[src/rtl/fetch_ctrl.sv]
// Instruction fetch controller: walks a combinational instruction ROM, holds one
// fetched word in an output register with valid/ready handshake, stops on the null
// instruction, and takes branch/jump redirects with an illegal-target fault flag.
module fetch_ctrl #(
  parameter int unsigned AWIDTH   = 32,
  parameter int unsigned DWIDTH   = 32,
  parameter int unsigned DEPTH    = 32,
  parameter int unsigned RESET_PC = 1
) (
  input  logic              clk,
  input  logic              rst,
  output logic [AWIDTH-1:0] pc,
  output logic              en_fetch,
  input  logic [DWIDTH-1:0] instr_in,
  output logic              out_valid,
  input  logic              out_ready,
  output logic [DWIDTH-1:0] out_instr,
  output logic [AWIDTH-1:0] out_pc,
  input  logic              redirect_valid,
  input  logic [AWIDTH-1:0] redirect_pc,
  output logic              halted,
  output logic              fault,
  output logic [15:0]       fetch_cnt
);

  typedef enum logic [1:0] {
    StIdle,
    StFetch,
    StHalt
  } state_e;

  // Depth compared one bit wider so DEPTH == 2**AWIDTH still works.
  localparam logic [AWIDTH:0]   DepthExt = (AWIDTH+1)'(DEPTH);
  localparam logic [AWIDTH-1:0] LastPc   = AWIDTH'(DEPTH - 1);
  localparam logic [AWIDTH-1:0] ResetPc  = AWIDTH'(RESET_PC);

  state_e              state_q, state_d;
  logic [AWIDTH-1:0]   pc_q, pc_d;
  logic                out_valid_q, out_valid_d;
  logic [DWIDTH-1:0]   out_instr_q, out_instr_d;
  logic [AWIDTH-1:0]   out_pc_q, out_pc_d;
  logic                halted_q, halted_d;
  logic                fault_q, fault_d;
  logic [15:0]         fetch_cnt_q, fetch_cnt_d;
  logic                en_fetch_w;
  logic                redirect_legal;
  logic [AWIDTH-1:0]   pc_inc;

  // ROM is read only when the output register is free or draining this cycle.
  always_comb begin
    en_fetch_w = (state_q == StFetch) && !rst && !fault_q && (!out_valid_q || out_ready);
  end

  // Target legality and sequential-increment with wrap at the top of the ROM.
  always_comb begin
    redirect_legal = ({1'b0, redirect_pc} < DepthExt);
    pc_inc         = (pc_q == LastPc) ? '0 : pc_q + 1'b1;
  end

  // Next-state: redirect beats capture; a null word halts without capturing.
  always_comb begin
    state_d     = state_q;
    pc_d        = pc_q;
    out_valid_d = out_valid_q;
    out_instr_d = out_instr_q;
    out_pc_d    = out_pc_q;
    halted_d    = halted_q;
    fault_d     = fault_q;
    fetch_cnt_d = fetch_cnt_q;

    case (state_q)
      StIdle: begin
        state_d = StFetch;
      end
      default: begin
        if (redirect_valid && !fault_q) begin
          out_valid_d = 1'b0;
          if (redirect_legal) begin
            pc_d     = redirect_pc;
            state_d  = StFetch;
            halted_d = 1'b0;
          end else begin
            fault_d = 1'b1;
            state_d = StHalt;
          end
        end else begin
          if (out_valid_q && out_ready) begin
            out_valid_d = 1'b0;
          end
          if (en_fetch_w) begin
            if (instr_in != '0) begin
              out_instr_d = instr_in;
              out_pc_d    = pc_q;
              out_valid_d = 1'b1;
              pc_d        = pc_inc;
              if (fetch_cnt_q != 16'hFFFF) begin
                fetch_cnt_d = fetch_cnt_q + 16'd1;
              end
            end else begin
              state_d  = StHalt;
              halted_d = 1'b1;
            end
          end
        end
      end
    endcase
  end

  // State registers with synchronous active-high reset.
  always_ff @(posedge clk) begin
    if (rst) begin
      state_q     <= StIdle;
      pc_q        <= ResetPc;
      out_valid_q <= 1'b0;
      out_instr_q <= '0;
      out_pc_q    <= '0;
      halted_q    <= 1'b0;
      fault_q     <= 1'b0;
      fetch_cnt_q <= '0;
    end else begin
      state_q     <= state_d;
      pc_q        <= pc_d;
      out_valid_q <= out_valid_d;
      out_instr_q <= out_instr_d;
      out_pc_q    <= out_pc_d;
      halted_q    <= halted_d;
      fault_q     <= fault_d;
      fetch_cnt_q <= fetch_cnt_d;
    end
  end

  assign pc        = pc_q;
  assign en_fetch  = en_fetch_w;
  assign out_valid = out_valid_q;
  assign out_instr = out_instr_q;
  assign out_pc    = out_pc_q;
  assign halted    = halted_q;
  assign fault     = fault_q;
  assign fetch_cnt = fetch_cnt_q;

endmodule

[config.mk]
export PLATFORM = sky130hd
export DESIGN_NAME = fetch_ctrl
export DESIGN_NICKNAME = d
export VERILOG_FILES = /design/src/rtl/fetch_ctrl.sv
export SDC_FILE = /design/constraint.sdc
export NUM_CORES = 1
export LEC_CHECK = 0
export BUFFER_PORTS_ARGS = -buffer_cell sky130_fd_sc_hd__buf_2
export CORE_ASPECT_RATIO = 0.6
export CORE_MARGIN = 8
export CORE_UTILIZATION = 50
export DETAILED_ROUTE_END_ITERATION = 6
export PLACE_DENSITY = 0.87
export SETUP_SLACK_MARGIN = 0.02
export SYNTH_ARGS = -nofsm -noshare
export SYNTH_HDL_FRONTEND = slang
export SYNTH_SLANG_ARGS = --single-unit
[constraint.sdc]
create_clock -name clk -period 3.2 [get_ports clk]
set_clock_uncertainty 0.05 [all_clocks]
set_input_delay 0.8 -clock clk [delete_from_list [all_inputs] [get_ports clk]]
set_output_delay 0.8 -clock clk [all_outputs]
set_load 0.01 [all_outputs]
# Word level (Yosys, flattened, before mapping)
# Cells that the tools add are included.
# totals
ff_bits,117
inputBits,68
output_inout_bits,116
word_cells,61
# op_classes
n_addsub,2
magnitude_cmp,1
eq_ne,6
n_mux,18
bitwise_logic,3
n_reduce_logical,22
# op_table
op,count
two-way mux 32 bit,5
"adder 32 x 1 -> 32 bit, second input constant",1
"equality test 32 x 5 -> 1 bit, second input constant",1
"< comparator 32 x 6 -> 1 bit, second input constant",1
nonzero test 32 bit,1
"adder 16 x 1 -> 16 bit, second input constant",1
"inequality test 16 bit, second input constant",1
AND reduction 4 bit,3
two-way mux 1 bit,9
two-way mux 2 bit,4
logical AND 1 bit,5
AND reduction 5 bit,1
"inequality test 2 bit, second input constant",2
AND reduction 2 bit,2
nonzero test 2 bit,2
logical NOT 1 bit,3
"inequality test 3 x 2 -> 1 bit, second input constant",1
NOT 1 bit,3
AND reduction 3 bit,1
nonzero test 3 bit,1
"equality test 2 x 1 -> 1 bit, second input constant",1
logical NOT 2 bit,1
OR reduction 2 bit,1
logical OR 1 bit,1

# Depth between registers and ports, before layout
# Gate-level depths: netlist (run 1).
# logic_depth
ltp_word,7
mapped_depth,9
depth_no_buf,7

# Least setup slack after synthesis (run 1)
# OpenSTA, ideal clock, no wires.
# synth_path
kind,input-to-reg
startpoint,in instr_in[31]
endpoint,reg out_instr_q[10] (netlist: out_instr[10])
setup_ps,70
arrival_time_ps,2533
t_required_ps,3080
path_slack_ps,546
path_stages,9
path_buffers,3
path_cell_list,nor4_1 nand2_1 or4_1 buf_2 nand2_1 buf_2 clkbuf_1 nand2_1 a21oi_1
# synth_via
elab_chain_len,2
# synth_lines
item,line_no,source
start: declaration,14,"input logic [DWIDTH-1:0] instr_in,"
nonzero test 32 bit,91,if (instr_in != '0) begin
AND reduction 4 bit (no line),--,
end signal: assignment,124,out_instr_q <= out_instr_d;
end: declaration,40,"logic [DWIDTH-1:0] out_instr_q, out_instr_d;"
# No other way between the ends.
# A chain may end at the register's enable or synchronous reset.

# Worst setup path in the final report (run 1)
# layout_path
startpoint,in instr_in[0]
endpoint,reg pc_q[7] (netlist: pc[7])
# layout_via
elab_chain_len,3
# layout_lines
item,line_no,source
nonzero test 32 bit,91,
nonzero test 2 bit (no line),--,
AND reduction 4 bit (no line),--,
end signal: assignment,113,pc_q <= ResetPc;
end signal: assignment,122,pc_q <= pc_d;
end: declaration,38,"logic [AWIDTH-1:0] pc_q, pc_d;"
# No other way between the ends.

==> results of run 1 <==
==> power by group through the flow <==
stage          registers, mW  logic, mW  clock network, mW
2_1_floorplan           1.55      0.179                  0
3_3_place_gp            1.54      0.331                  0
3_5_place_dp            1.54      0.335                  0
4_1_cts                 1.51      0.338               2.12
5_1_grt                 1.51      0.374               2.19
6_report                1.51      0.341               2.09
==> state kept, by name, summed over array words and instances (netlist names) <==
signal	cells
pc	32
fetch_cnt	16
out_instr	32
state_q	2
out_pc	32
halted	1
out_valid	1
fault	1
==> logic make-up (layout without fill, tap and decap cells) <==
kind of cell | count (synthesis) | in the layout
and+or+nand+nor | 341 | 341
AOI/OAI and AO/OA | 180 | 180
DFF | 117 | 117
buffers and inverters | 54 | 247
xor gates and xnor gates | 5 | 5
muxes | 4 | 4
adders and majority gates | 2 | 2
==> placed cells by master (no fill, tap or decap), types with 4 or more instances in the layout <==
| master | n |
|---|---|
| buf_12 | 4 |
| nand4_1 | 12 |
| buf_4 | 23 |
| clkbuf_16 | 17 |
| xnor2_1 | 4 |
| nand3b_1 | 4 |
| clkinvlp_4 | 4 |
| inv_1 | 6 |
| nor4_1 | 24 |
| nor2b_1 | 4 |
| and4_1 | 8 |
| nand2_1 | 172 |
| and2_1 | 9 |
| or3_1 | 4 |
| o31ai_1 | 5 |
| or4_1 | 10 |
| dfxtp_1 | 117 |
| a21oi_1 | 114 |
| and3_1 | 10 |
| buf_2 | 182 |
| nand3_1 | 21 |
| nor3_1 | 18 |
| nor2_1 | 32 |
| a22o_1 | 4 |
| o21ai_0 | 28 |
| a31oi_1 | 6 |
| a32o_1 | 4 |
| bufinv_16 | 5 |
==> metal layers <==
metal	track usage	routed length (µm)	vias to the layer above
met3	0.0709	2100	18
met5	0	0	-
met1	0.337	7870	2814
met2	0.385	7960	336
met4	0.0786	187	0
li1	-	-	2871
==> critical path: cells and delay by family <==
kind | cells | cell delay [ps]
buffers and inverters | 3 | 470
AND/OR/NAND/NOR | 3 | 1300
AO/OA/AOI/OAI | 3 | 550
==> final timing paths <==
path / end
max reg2reg: out_pc[27]$_SDFFE_PP0P_
max: pc[7]$_SDFFE_PP0P_
min: out_instr[5]$_SDFFE_PP0P_
min reg2reg: out_instr[5]$_SDFFE_PP0P_
==> layout make-up <==
type,instances,area [µm²]
clock buffer,17,425
clock inverter,15,229
fill,868,3320
inverter,6,22.5
multi-input combinational,532,2810
sequential,117,2340
tap,139,174
timing repair buffer,209,1160
==> flow_summary_export.csv, run 1 <==
group,metric,value,unit
power_and_ir_drop,total_power,3.95,mW
power_and_ir_drop,pwr-share-clk,0.531,
outcome,status,"complete, no violations",
layout,drive_gt1_frac,0.282,
global_routing,grt.total_usage,0.250,
setup_path,critPathCaptureType,"register",
power_and_ir_drop,power_frac_seq,0.383,
place,place_inst,1003,
timing,slew_viol_final,0,
clock_network,root_buffer,"clkbuf_16",
place,place_congestion,0.891,
power_and_ir_drop,peakVddDrop,0.391,mV
clock_network,cts.sinks,117,
power_and_ir_drop,p_int,3.01,mW
floorplanning,die_h,96.2,µm
synthesis,synth.area.mux_share,0.00770,
place,dp_slack,-9.97,ps
timing,slew_headroom,0.412,
clock_network,clk_pin_slew,60,ps
synthesis,synth_ff_type,"dfxtp_1",
global_routing,antenna_found_initial,0,
global_routing,grt_overflow_total,0,
floorplanning,num_io_pins,184,
synthesis,synthXorXnorAreaFrac,0.00817,
global_routing,grt_start_max_net_pins,75,
route,avgRoutedWirePerCell,17.5,µm
timing,setup_viol,0,
setup_path,max_stage_delay,620,ps
power_and_ir_drop,p_per_area,551,nW/µm²
timing,max_freq,347,MHz
power_and_ir_drop,p_leak,2.97,nW
floorplanning,num_rows,29,
clock_network,postCtsHoldBufs,0,
layout,finalCoreUtilization,0.683,
route,drtPass1Iterations,5,
setup_path,crit_start,"instr_in[0]",
place,place_area,6510,µm²
route,num_vias,6039,
setup_path,worstPathRequired,3460,ps
setup_path,reg2regPathDepth,7,
setup_path,worstSetupPathType,"in -> reg",
timing,holdWs,398,ps
synthesis,synth_area_leader_cell,"dfxtp_1",
synthesis,seq_area_frac_synth,0.437,
layout,fin_area,7170,µm²
clock_network,htreeDepth,4,
job,drv_cap,0,
setup_path,cp_max_fo,18,
synthesis,synth_compound_area_frac,0.192,
timing,rsz0062_at_grt,"no",
timing,worst_pin_slew,881,ps
synthesis,yosys.area_share.simple,0.308,
power_and_ir_drop,p_sw,0.941,mW
synthesis,yosysMostFrequentCell,"nand2_1",
route,drt_wl_total,18100,µm
synthesis,synth_fp_nets,773,
route,drtIter0Drc,503,
clock_network,cts_resized,0,
synthesis,yosysUniqueCellTypes,52,
setup_path,startpoint_type,"primary input",
place,portBuffers,183,
floorplanning,die-area,14400,µm²
route,vias_per_cell,5.83,
synthesis,syn_inst,703,
timing,tns,0,ps
synthesis,synth_top_area_share,0.437,
global_routing,grt_pass1_wl,28900,µm
global_routing,first_global_vias,5639,
timing,hold_violations,0,
floorplanning,core_area,10500,µm²
power_and_ir_drop,combPwrFrac,0.086,
synthesis,yosys_warnings,0,
synthesis,synth_area_leaders,"dfxtp_1 (44%), nand2_1 (12%), a21oi_1 (11%)",
clock_network,clockBufferDepth,2,
worst_hold_path,hp-class,"reg -> reg",
synthesis,synth_edf_count,0,
layout,final_nets,953,
synthesis,synth_top_family_by_area,"simple AND/OR/NAND/NOR gates",
floorplanning,initial_core_util,0.511,
timing,final.min_clock_period,2880,ps
setup_path,cpMaxStageDelayCell,"or4_1",
synthesis,synthTopCellsByCount,"nand2_1 (173), dfxtp_1 (117), a21oi_1 (114)",
synthesis,async_flop_share,0,
setup_path,path_cells,"buf_2 -> nor4_1 -> nand2_1 -> or4_1 -> a22oi_4 -> buf_12 -> buf_4 -> a21oi_1 -> o32ai_1",
clock_network,cts_buffers,17,
floorplanning,die_width,150,µm
synthesis,syn_avg_cell_area,7.62,µm²
timing,setup_ws,320,ps
clock_network,clock_latency,410,ps
layout,antennaDiodeCount,0,
synthesis,syn-cell-area,5360,µm²
clock_network,post-cts-setup-buffer-count,0,
setup_path,cp_data_arrival_time,3140,ps
layout,syn_to_final_growth,33.7,%
setup_path,r2r_slack,500,ps
worst_hold_path,hp-start,"out_instr[5]$_SDFFE_PP0P_",
layout,fin_cells,1035,
synthesis,ys_ff_latch,117,
route,antenna_left,0,
route,drc,0,
setup_path,timing.rr.start,"fault$_SDFFE_PP0P_",
timing,period_share,0.900,
place,place_hpwl,12900,µm
power_and_ir_drop,swShare,0.238,
clock_network,cts_tree,"yes",
worst_hold_path,hold_depth,2,
synthesis,synth_fa_ha_area_frac,0.00467,
Power figures use the tool's default switching activity.
==> run 2, diff against run 1 <==
CAP_MARGIN = 20   (was unset)
MAX_ROUTING_LAYER = met4   (was unset)
==> flow_summary_export.csv, run 2 (synthesized netlist as in run 1, its figures left out) <==
group,metric,value,unit
outcome,status,"complete, no violations",
route,drt_wl_total,18100,µm
floorplanning,num_io_pins,184,
floorplanning,die_width,150,µm
setup_path,path_cells,"buf_2 -> nor4_1 -> nand2_1 -> or4_1 -> buf_4 -> nand2_2 -> buf_4 -> nand2_1 -> a21oi_1",
route,avgRoutedWirePerCell,17.5,µm
timing,final.min_clock_period,2880,ps
layout,final_common_cell,"buf_2",
timing,slew_headroom,0.407,
setup_path,max_stage_delay,630,ps
timing,holdWs,397,ps
global_routing,grt_pass1_wl,28800,µm
layout,finalCoreUtilization,0.683,
layout,final_cell_mix,"buf_2 (182), nand2_1 (172), dfxtp_1 (117), a21oi_1 (114), nor2_1 (32)",
worst_hold_path,hp-class,"reg -> reg",
floorplanning,die_h,96.2,µm
power_and_ir_drop,peakVddDrop,0.390,mV
setup_path,worstPathRequired,3480,ps
place,place_congestion,0.906,
setup_path,cp_data_arrival_time,3160,ps
timing,worst_pin_slew,887,ps
layout,regArea,2340,µm²
clock_network,htreeDepth,4,
layout,drive_gt1_frac,0.282,
clock_network,cts.sinks,117,
setup_path,startpoint_type,"primary input",
global_routing,antenna_found_initial,0,
layout,fin_area,7170,µm²
layout,multi_input_area,2810,µm²
floorplanning,die-area,14400,µm²
clock_network,postCtsHoldBufs,0,
timing,slew_viol_final,0,
power_and_ir_drop,p_leak,2.97,nW
route,drtPass1Iterations,5,
timing,hold_violations,0,
layout,antennaDiodeCount,0,
timing,tns,0,ps
power_and_ir_drop,total_power,3.94,mW
timing,period_share,0.899,
clock_network,clk_pin_slew,60,ps
layout,final_nets,953,
floorplanning,num_rows,29,
clock_network,cts_buffers,17,
clock_network,clock_latency,410,ps
floorplanning,initial_core_util,0.511,
clock_network,post-cts-setup-buffer-count,0,
clock_network,root_buffer,"clkbuf_16",
global_routing,first_global_vias,5646,
clock_network,clockBufferDepth,2,
job,drv_cap,0,
layout,syn_to_final_growth,33.7,%
clock_network,cts_resized,0,
floorplanning,core_area,10500,µm²
global_routing,grt.total_usage,0.258,
clock_network,cts_tree,"yes",
route,antenna_left,0,
timing,setup_viol,0,
place,portBuffers,183,
setup_path,worstSetupPathType,"in -> reg",
setup_path,critPathCaptureType,"register",
timing,max_freq,347,MHz
route,drc,0,
place,place_area,6510,µm²
global_routing,grt_start_max_net_pins,75,
global_routing,grt_overflow_total,0,
timing,rsz0062_at_grt,"no",
layout,nFillCells,868,
route,num_vias,6017,
route,drtIter0Drc,486,
place,place_hpwl,12900,µm
power_and_ir_drop,p_per_area,550,nW/µm²
setup_path,cpMaxStageDelayCell,"or4_1",
setup_path,cp_max_fo,13,
route,vias_per_cell,5.81,
-- run 2: cell counts in the layout (fill, tap and decap cells not counted) --
No cell type changed its count.
-- run 2: final timing paths --
kind                                     to  slack (ps)  cells after the start                      start
hold / removal    out_instr[5]$_SDFFE_PP0P_         400                      2  out_instr[5]$_SDFFE_PP0P_
setup reg to reg    out_pc[27]$_SDFFE_PP0P_         500                      7         fault$_SDFFE_PP0P_
hold reg to reg   out_instr[5]$_SDFFE_PP0P_         400                      2  out_instr[5]$_SDFFE_PP0P_
setup / recovery    out_pc[13]$_SDFFE_PP0P_         320                      9                instr_in[0]
-- run 2: area by class of cell --
cell class / instances / area share
multi-input cells: 532 / 0.392
flip-flops and latches: 117 / 0.327
repair buffers: 209 / 0.162
clock buffers: 17 / 0.0594
clock inverters: 15 / 0.0320
well taps: 139 / 0.0243
inverters: 6 / 0.00314
-- run 2: where the power goes --
part,leakage (nW),internal (mW),switching [mW]
Sequential,0.945,1.49,0.0262
Combinational,1.72,0.134,0.206
Clock,0.306,1.39,0.704
-- run 2: stage by stage --
step,instances,setup slack [ps]
floorplan,703,546
global placement,1003,22.6
detailed placement,1003,-9.97
CTS,1035,416
global route,1035,244
finish,1035,322
-- run 2: per-layer routing --
layer  vias up  routed length (µm)  GRT usage
li1       2871                   -          -
met1      2784                8000      0.338
met2       348                7960      0.386
met3        14                1990     0.0667
met4         0                 167     0.0786
met5         -                   0          -
-- run 2: critical path, delay by kind of cell --
kind	cells	cell delay [ps]
AOI/OAI and AO/OA	1	140
buffers and inverters	3	590
and+or+nand+nor	5	1630
